File: config.mk
export PLATFORM = sky130hd
export DESIGN_NAME = audio_i2s_tx
export DESIGN_NICKNAME = d
export VERILOG_FILES = /design/src/rtl/audio_i2s_tx.sv
export SDC_FILE = /design/constraint.sdc
export NUM_CORES = 1
export LEC_CHECK = 0
export BUFFER_PORTS_ARGS = -buffer_cell sky130_fd_sc_hd__buf_2
export CAP_MARGIN = 20
export CORE_MARGIN = 5
export CORE_UTILIZATION = 33
export DETAILED_ROUTE_END_ITERATION = 7
export PLACE_DENSITY = 0.61
export SLEW_MARGIN = 10
export SYNTH_ARGS = -nofsm -noshare
export SYNTH_HDL_FRONTEND = slang
export SYNTH_SLANG_ARGS = --single-unit
File: constraint.sdc
create_clock -name AUDIO_CLK -period 2.5 [get_ports AUDIO_CLK]
set_input_delay 0.125 -clock AUDIO_CLK [delete_from_list [all_inputs] [get_ports AUDIO_CLK]]
set_output_delay 0.125 -clock AUDIO_CLK [all_outputs]
set_load 0.1 [all_outputs]
File: src/rtl/audio_i2s_tx.sv
// I2S audio transmitter: divides AUDIO_CLK into BCLK and shifts out {L,R} frames MSB first
// with a one-slot delay. A single-entry holding buffer decouples sample delivery from frames.
module audio_i2s_tx #(
    parameter int AUD_BIT_DEPTH = 32,
    parameter int BCLK_DIV      = 4
) (
    input  logic                     AUDIO_CLK,
    input  logic                     reset,
    input  logic                     enable,
    input  logic [AUD_BIT_DEPTH-1:0] lsound_in,
    input  logic [AUD_BIT_DEPTH-1:0] rsound_in,
    input  logic                     sample_valid,
    output logic                     sample_ready,
    output logic                     AUD_BCLK,
    output logic                     AUD_DACLRCK,
    output logic                     AUD_DACDAT,
    output logic                     frame_start,
    output logic [15:0]              underrun_cnt
);
    localparam int D  = AUD_BIT_DEPTH;
    localparam int FW = 2 * D;
    localparam int DW = $clog2(BCLK_DIV);
    localparam int BW = $clog2(FW);
    localparam logic [DW-1:0] DIV_LAST   = DW'(BCLK_DIV - 1);
    localparam logic [DW-1:0] DIV_HALF   = DW'(BCLK_DIV / 2);
    localparam logic [BW-1:0] SLOT_LAST  = BW'(FW - 1);
    localparam logic [BW-1:0] SLOT_RIGHT = BW'(D);

    logic [DW-1:0] div_cnt, div_next;
    logic [BW-1:0] bit_cnt, bit_next;
    logic [FW-1:0] shifter, load_word;
    logic [D-1:0]  buf_l, buf_r;
    logic          buf_full;
    logic          div_wrap, load;
    logic [15:0]   underrun_q;

    always_comb begin
        div_wrap  = (div_cnt == DIV_LAST);
        load      = enable && div_wrap && (bit_cnt == SLOT_LAST);
        div_next  = div_wrap ? '0 : div_cnt + 1'b1;
        bit_next  = bit_cnt;
        if (div_wrap)
            bit_next = (bit_cnt == SLOT_LAST) ? '0 : bit_cnt + 1'b1;
        // Buffered sample wins; otherwise a sample arriving on the load cycle bypasses the buffer.
        load_word = '0;
        if (buf_full)
            load_word = {buf_l, buf_r};
        else if (sample_valid)
            load_word = {lsound_in, rsound_in};
    end

    assign sample_ready = !buf_full && !reset;
    assign underrun_cnt = underrun_q;

    always_ff @(posedge AUDIO_CLK) begin
        if (reset || !enable) begin
            div_cnt     <= '0;
            bit_cnt     <= '0;
            shifter     <= '0;
            AUD_BCLK    <= 1'b0;
            AUD_DACLRCK <= 1'b0;
            AUD_DACDAT  <= 1'b0;
            frame_start <= 1'b0;
        end else begin
            div_cnt     <= div_next;
            bit_cnt     <= bit_next;
            AUD_BCLK    <= (div_next >= DIV_HALF);
            frame_start <= load;
            // Serial outputs move only on the BCLK falling edge; the MSB of the shifter
            // is one slot behind the slot counter, which gives the I2S delay for free.
            if (div_wrap) begin
                AUD_DACDAT  <= shifter[FW-1];
                AUD_DACLRCK <= (bit_next >= SLOT_RIGHT);
                shifter     <= load ? load_word : {shifter[FW-2:0], 1'b0};
            end
        end
    end

    always_ff @(posedge AUDIO_CLK) begin
        if (reset) begin
            buf_full   <= 1'b0;
            buf_l      <= '0;
            buf_r      <= '0;
            underrun_q <= '0;
        end else if (load) begin
            if (buf_full)
                buf_full <= 1'b0;
            else if (!sample_valid && underrun_q != 16'hFFFF)
                underrun_q <= underrun_q + 16'd1;
        end else if (sample_valid && !buf_full) begin
            buf_l    <= lsound_in;
            buf_r    <= rsound_in;
            buf_full <= 1'b1;
        end
    end
endmodule

* Word level (Yosys, flattened, before mapping) *
Index checks and enable logic that the tools add are counted.

operators by class
  add/subtract/negate cells = 3
  bitwise logic cells = 2
  muxes and demuxes = 6
  magnitude comparators = 2
  equal/unequal tests = 3
  reductions and logical operators = 13

operator list
  cell                                           count
  two-way mux 64 bit                             3
  adder 16 x 1 -> 16 bit, second input constant  1
  inequality test 16 bit, second input constant  1
  two-way mux 6 bit                              2
  adder 6 x 1 -> 6 bit, second input constant    1
  == test 6 bit, second input constant           1
  >= comparator 6 bit, second input constant     1
  logical AND 1 bit                              5
  logical NOT 1 bit                              4
  AND reduction 3 bit                            1
  adder 2 x 1 -> 2 bit, second input constant    1
  == test 2 bit, second input constant           1
  >= comparator 2 bit, second input constant     1
  two-way mux 2 bit                              1
  NOT 1 bit                                      2
  AND reduction 2 bit                            1
  OR reduction 2 bit                             1
  logical OR 1 bit                               1

storage, ports and cells
  input port bits = 68
  bits in registers = 157
  word-level logic and storage cells = 40

* Logic depth before layout (Yosys ltp) *
  depth in word-level cells = 5
  depth in mapped cells = 8
  mapped depth without buffers = 5

* Worst setup path before layout *
OpenSTA, ideal clock, no wires.

  path type = register -> register
  from = reg, netlist name AUD_BCLK
  to = reg underrun_q[15], in the netlist underrun_cnt[15]
  period minus slack after synthesis = 2.472 ns
  path buffers = 1
  library setup time = 0.123 ns
  data arrival time = 2.349 ns
  path slack = 0.028 ns
  cell stages (with the launch flop) = 7
  cells stage by stage = dfxtp_1 -> ha_1 -> and3_2 -> buf_4 -> nand4_1 -> a2111oi_2 -> mux2_1

RTL lines
  element               RTL line  source
  to (signal assigned)  89        underrun_q <= underrun_q + 16'd1;
  to (decl)             35        logic [15:0] underrun_q;

* Final worst setup path *
  from = reg div_cnt[0]
  to = reg shifter[15]

between the ends
  word-level cells in the longest chain between the ends = 4

RTL lines
  element                          RTL line  source
  from (decl)                      29        logic [DW-1:0] div_cnt, div_next;
  from (signal assigned)           65        div_cnt <= div_next;
  == test 2 bit (*)                38        div_wrap = (div_cnt == DIV_LAST);
  logical AND 1 bit (2 in series)  39        load = enable && div_wrap && (bit_cnt == SLOT_LAST);
  two-way mux 64 bit               74        shifter <= load ? load_word : {shifter[FW-2:0], 1'b0};
  to (signal assigned)             74
  to (decl)                        31        logic [FW-1:0] shifter, load_word;

Mark *: on every way between the ends. The rest lies on a longest branch, timed or not.
A chain may end at the register's enable or synchronous reset.

==> results.yml <==
critical_path:
  critPathMaxFanout: 54
  crit_type: "reg -> reg"
  path_delay_family: "buffers and inverters"
  cp_data_arrival_time_ns: 2.22
  slowest_delay_ns: 0.48
  worstPathCellList: "ha_2 > buf_4 > inv_2 > buf_4 > nand2_1 > a31oi_1"
  cpMostUsedCell: "buf_4"
  cp-end-kind: "flop"
  start_kind: "flop"
  crit_required_ns: 2.78
  crit_slowest_cell: "buf_4"
  crit_buf_inv: 3
die:
  rows: 53
  die_h_um: 157
  die_w_um: 157
  start_util: 0.337
  coreArea_sq_um: 21200
  die_area_sq_um: 24600
  design.portCount: 89
sta:
  rsz0062_at_grt: "false"
  setup_violations: 0
  clock.fmax_ghz: 0.514
  min_period_over_period: 0.779
  hold_violations: 0
  post-route-min-period_ns: 1.95
  slew_violations: 0
  finClkSkew_ns: 0.00910
  tns_ns: 0
  worstMarginPinSlew_ns: 0.669
  setup_ws_ns: 0.553
  slew_headroom: 0.551
synth:
  yosysUniqueCellTypes: 48
  synth_top_area_frac: 0.438
  async_reset_ff_frac: 0
  syn_inst: 1000
  synth_edf_count: 0
  synthTopCellsByCount: "nand2_1 (388), dfxtp_1 (156), a21oi_1 (79), nand3_1 (68), o21ai_0 (64)"
  ys.flop_type: "dfxtp_1"
  syn_area_per_cell_sq_um: 7.12
  yosysMostFrequentCell: "nand2_1"
  yosys_warnings: 0
  syn_area_sq_um: 7120
  ys_ff_latch: 156
  seq_area_frac_synth: 0.438
  synth_top_area_cell: "dfxtp_1"
  ys_top_cells_by_area: "dfxtp_1 (44%), nand2_1 (20%), a21oi_1 (5.5%)"
  syn_nets: 1071
outcome:
  outcome: "complete, no violations"
power_and_ir_drop:
  power_density_nw_per_um2: 649
  vdd_drop_max_v: 0.000450
  leakagePower_uw: 0.00322
hold_path:
  min_path_type: "in -> reg"
grt:
  grt_pass1_wl_mm: 32.0
  groute.usage.overall: 0.157
  gr-total-overflow: 0
  antenna_found_initial: 0
  grt_max_degree: 55
  grt_pass1_vias: 6483
finish:
  multi_input_area_sq_um: 3660
  layout-area-overhead-vs-synth_pct: 27.5
  diodes: 0
  nets: 1182
  fin_util: 0.429
  fill_cells: 2134
  drive_gt1_frac: 0.141
  design_area_sq_um: 9080
  seq_area_sq_um: 3130
  stdcell_count: 1399
clock_tree:
  max-clock-path-buffers: 2
  cts.clk_slew.worst_paths_ns: 0.06
  clk_latency_ns: 0.42
  ctsHtreeMaxLevel: 4
  cts_tree: "done"
  postCtsResizedCells: 0
  numCtsBuffers: 17
  cts-root-buf: "clkbuf_16"
  cts_sinks: 156
flow_run:
  drv_cap: 0
place:
  portBuffers: 88
  dp_slack_ns: 0.546
  dpl-instance-area_sq_um: 7800
  gp_congestion: 0.796
  dp_hpwl_mm: 12.0
  dp_cells: 1303
detailed_routing:
  ant_nets: 0
  drt_first_iter_violations: 547
  drcViolationCount: 0
  wl_mm: 19.0
  dr.pass1.iters: 5
  vias: 7019
  wl_per_cell_um: 13.6
  via_per_inst: 5.02
[power breakdown]
part           total, uW  leakage (uW)  internal (uW)  switching (uW)
clock               2820      0.000314           1780            1030
combinational        503       0.00164            206             297
sequential          2580       0.00127           2550            28.4
[cells in the final DEF, fill, tap and decap left out, types with 2 or more instances in the layout]
master,instances
nand2_1,387
dfxtp_1,155
buf_2,88
a21oi_1,79
nand3_1,68
o21ai_0,64
dlygate4sd3_1,64
a31oi_1,63
buf_4,20
clkbuf_16,17
nor2_1,15
o31ai_1,10
nand4_1,9
or4_1,8
and3_1,5
or3_1,4
bufinv_16,4
clkbuf_8,4
and4_1,3
inv_1,3
xor2_1,3
o21ai_1,3
buf_12,3
nor2b_1,2
and2_1,2
nand4_4,2
nor3_1,2
mux2i_1,2
xnor2_1,2
ha_1,2
clkbuf_1,2
[final cells by class]
type,count,area share
Clock buffer,23,0.0537
Tap cell,275,0.0379
Multi-Input combinational cell,757,0.403
Sequential cell,156,0.344
Inverter,4,0.00165
Clock inverter,9,0.0172
Timing Repair Buffer,175,0.142
[state kept, by name, summed over array words and instances, names as in the netlist, 16 cells and up, named ones only]
signal / flops
underrun_cnt: 16
shifter: 64
buf_r: 32
buf_l: 32
[logic make-up (layout without fill, tap and decap cells)]
logic type,after synthesis,count (layout),share of synthesized area
compound gates,226,226,0.177
xor+xnor,5,5,0.00615
fa+ha+maj,3,3,0.00527
buf+inv,87,211,0.0523
flops,156,156,0.438
mux,3,3,0.00439
simple gates,520,520,0.316
[timing repair]
| item | CTS | global route |
|---|---|---|
| hold buffers | 64 | 0 |
| endpoints found under the hold margin | 64 | 0 |
| setup endpoints to repair | 0 | 0 |
| buffers inserted | 0 | 0 |
[metrics by stage]
step	hold WS, ns	total power (uW)
after floorplan	0.261	2890
after global placement	0.378	3050
after detailed placement	0.384	3060
after CTS	0.0785	5960
after global routing	0.116	6150
final	0.0959	5890
[worst reg2reg max path, stage by stage, from the launching register on]
cell and delay [ns]:
dfxtp_1 0.33, ha_2 0.20, buf_4 0.48, inv_2 0.37, buf_4 0.29, nand2_1 0.06
a31oi_1 0.07
[per-layer routing]
layer / global-route usage / up-vias / wire length (um)
li1: - / 3620 / -
met1: 0.218 / 3256 / 9280
met2: 0.250 / 126 / 8780
met3: 0.0305 / 17 / 667
met4: 0.0463 / 0 / 270
met5: 0 / - / 0
[final timing paths]
kind           startpoint          end  slack (ns)  depth (start not counted)
min          sample_valid     buf_full         0.1                          3
max            div_cnt[0]  shifter[15]        0.55                          6
max reg2reg    div_cnt[0]  shifter[15]        0.55                          6
min reg2reg    div_cnt[0]   div_cnt[0]        0.43                          1
(Power assumes the default switching activity.)
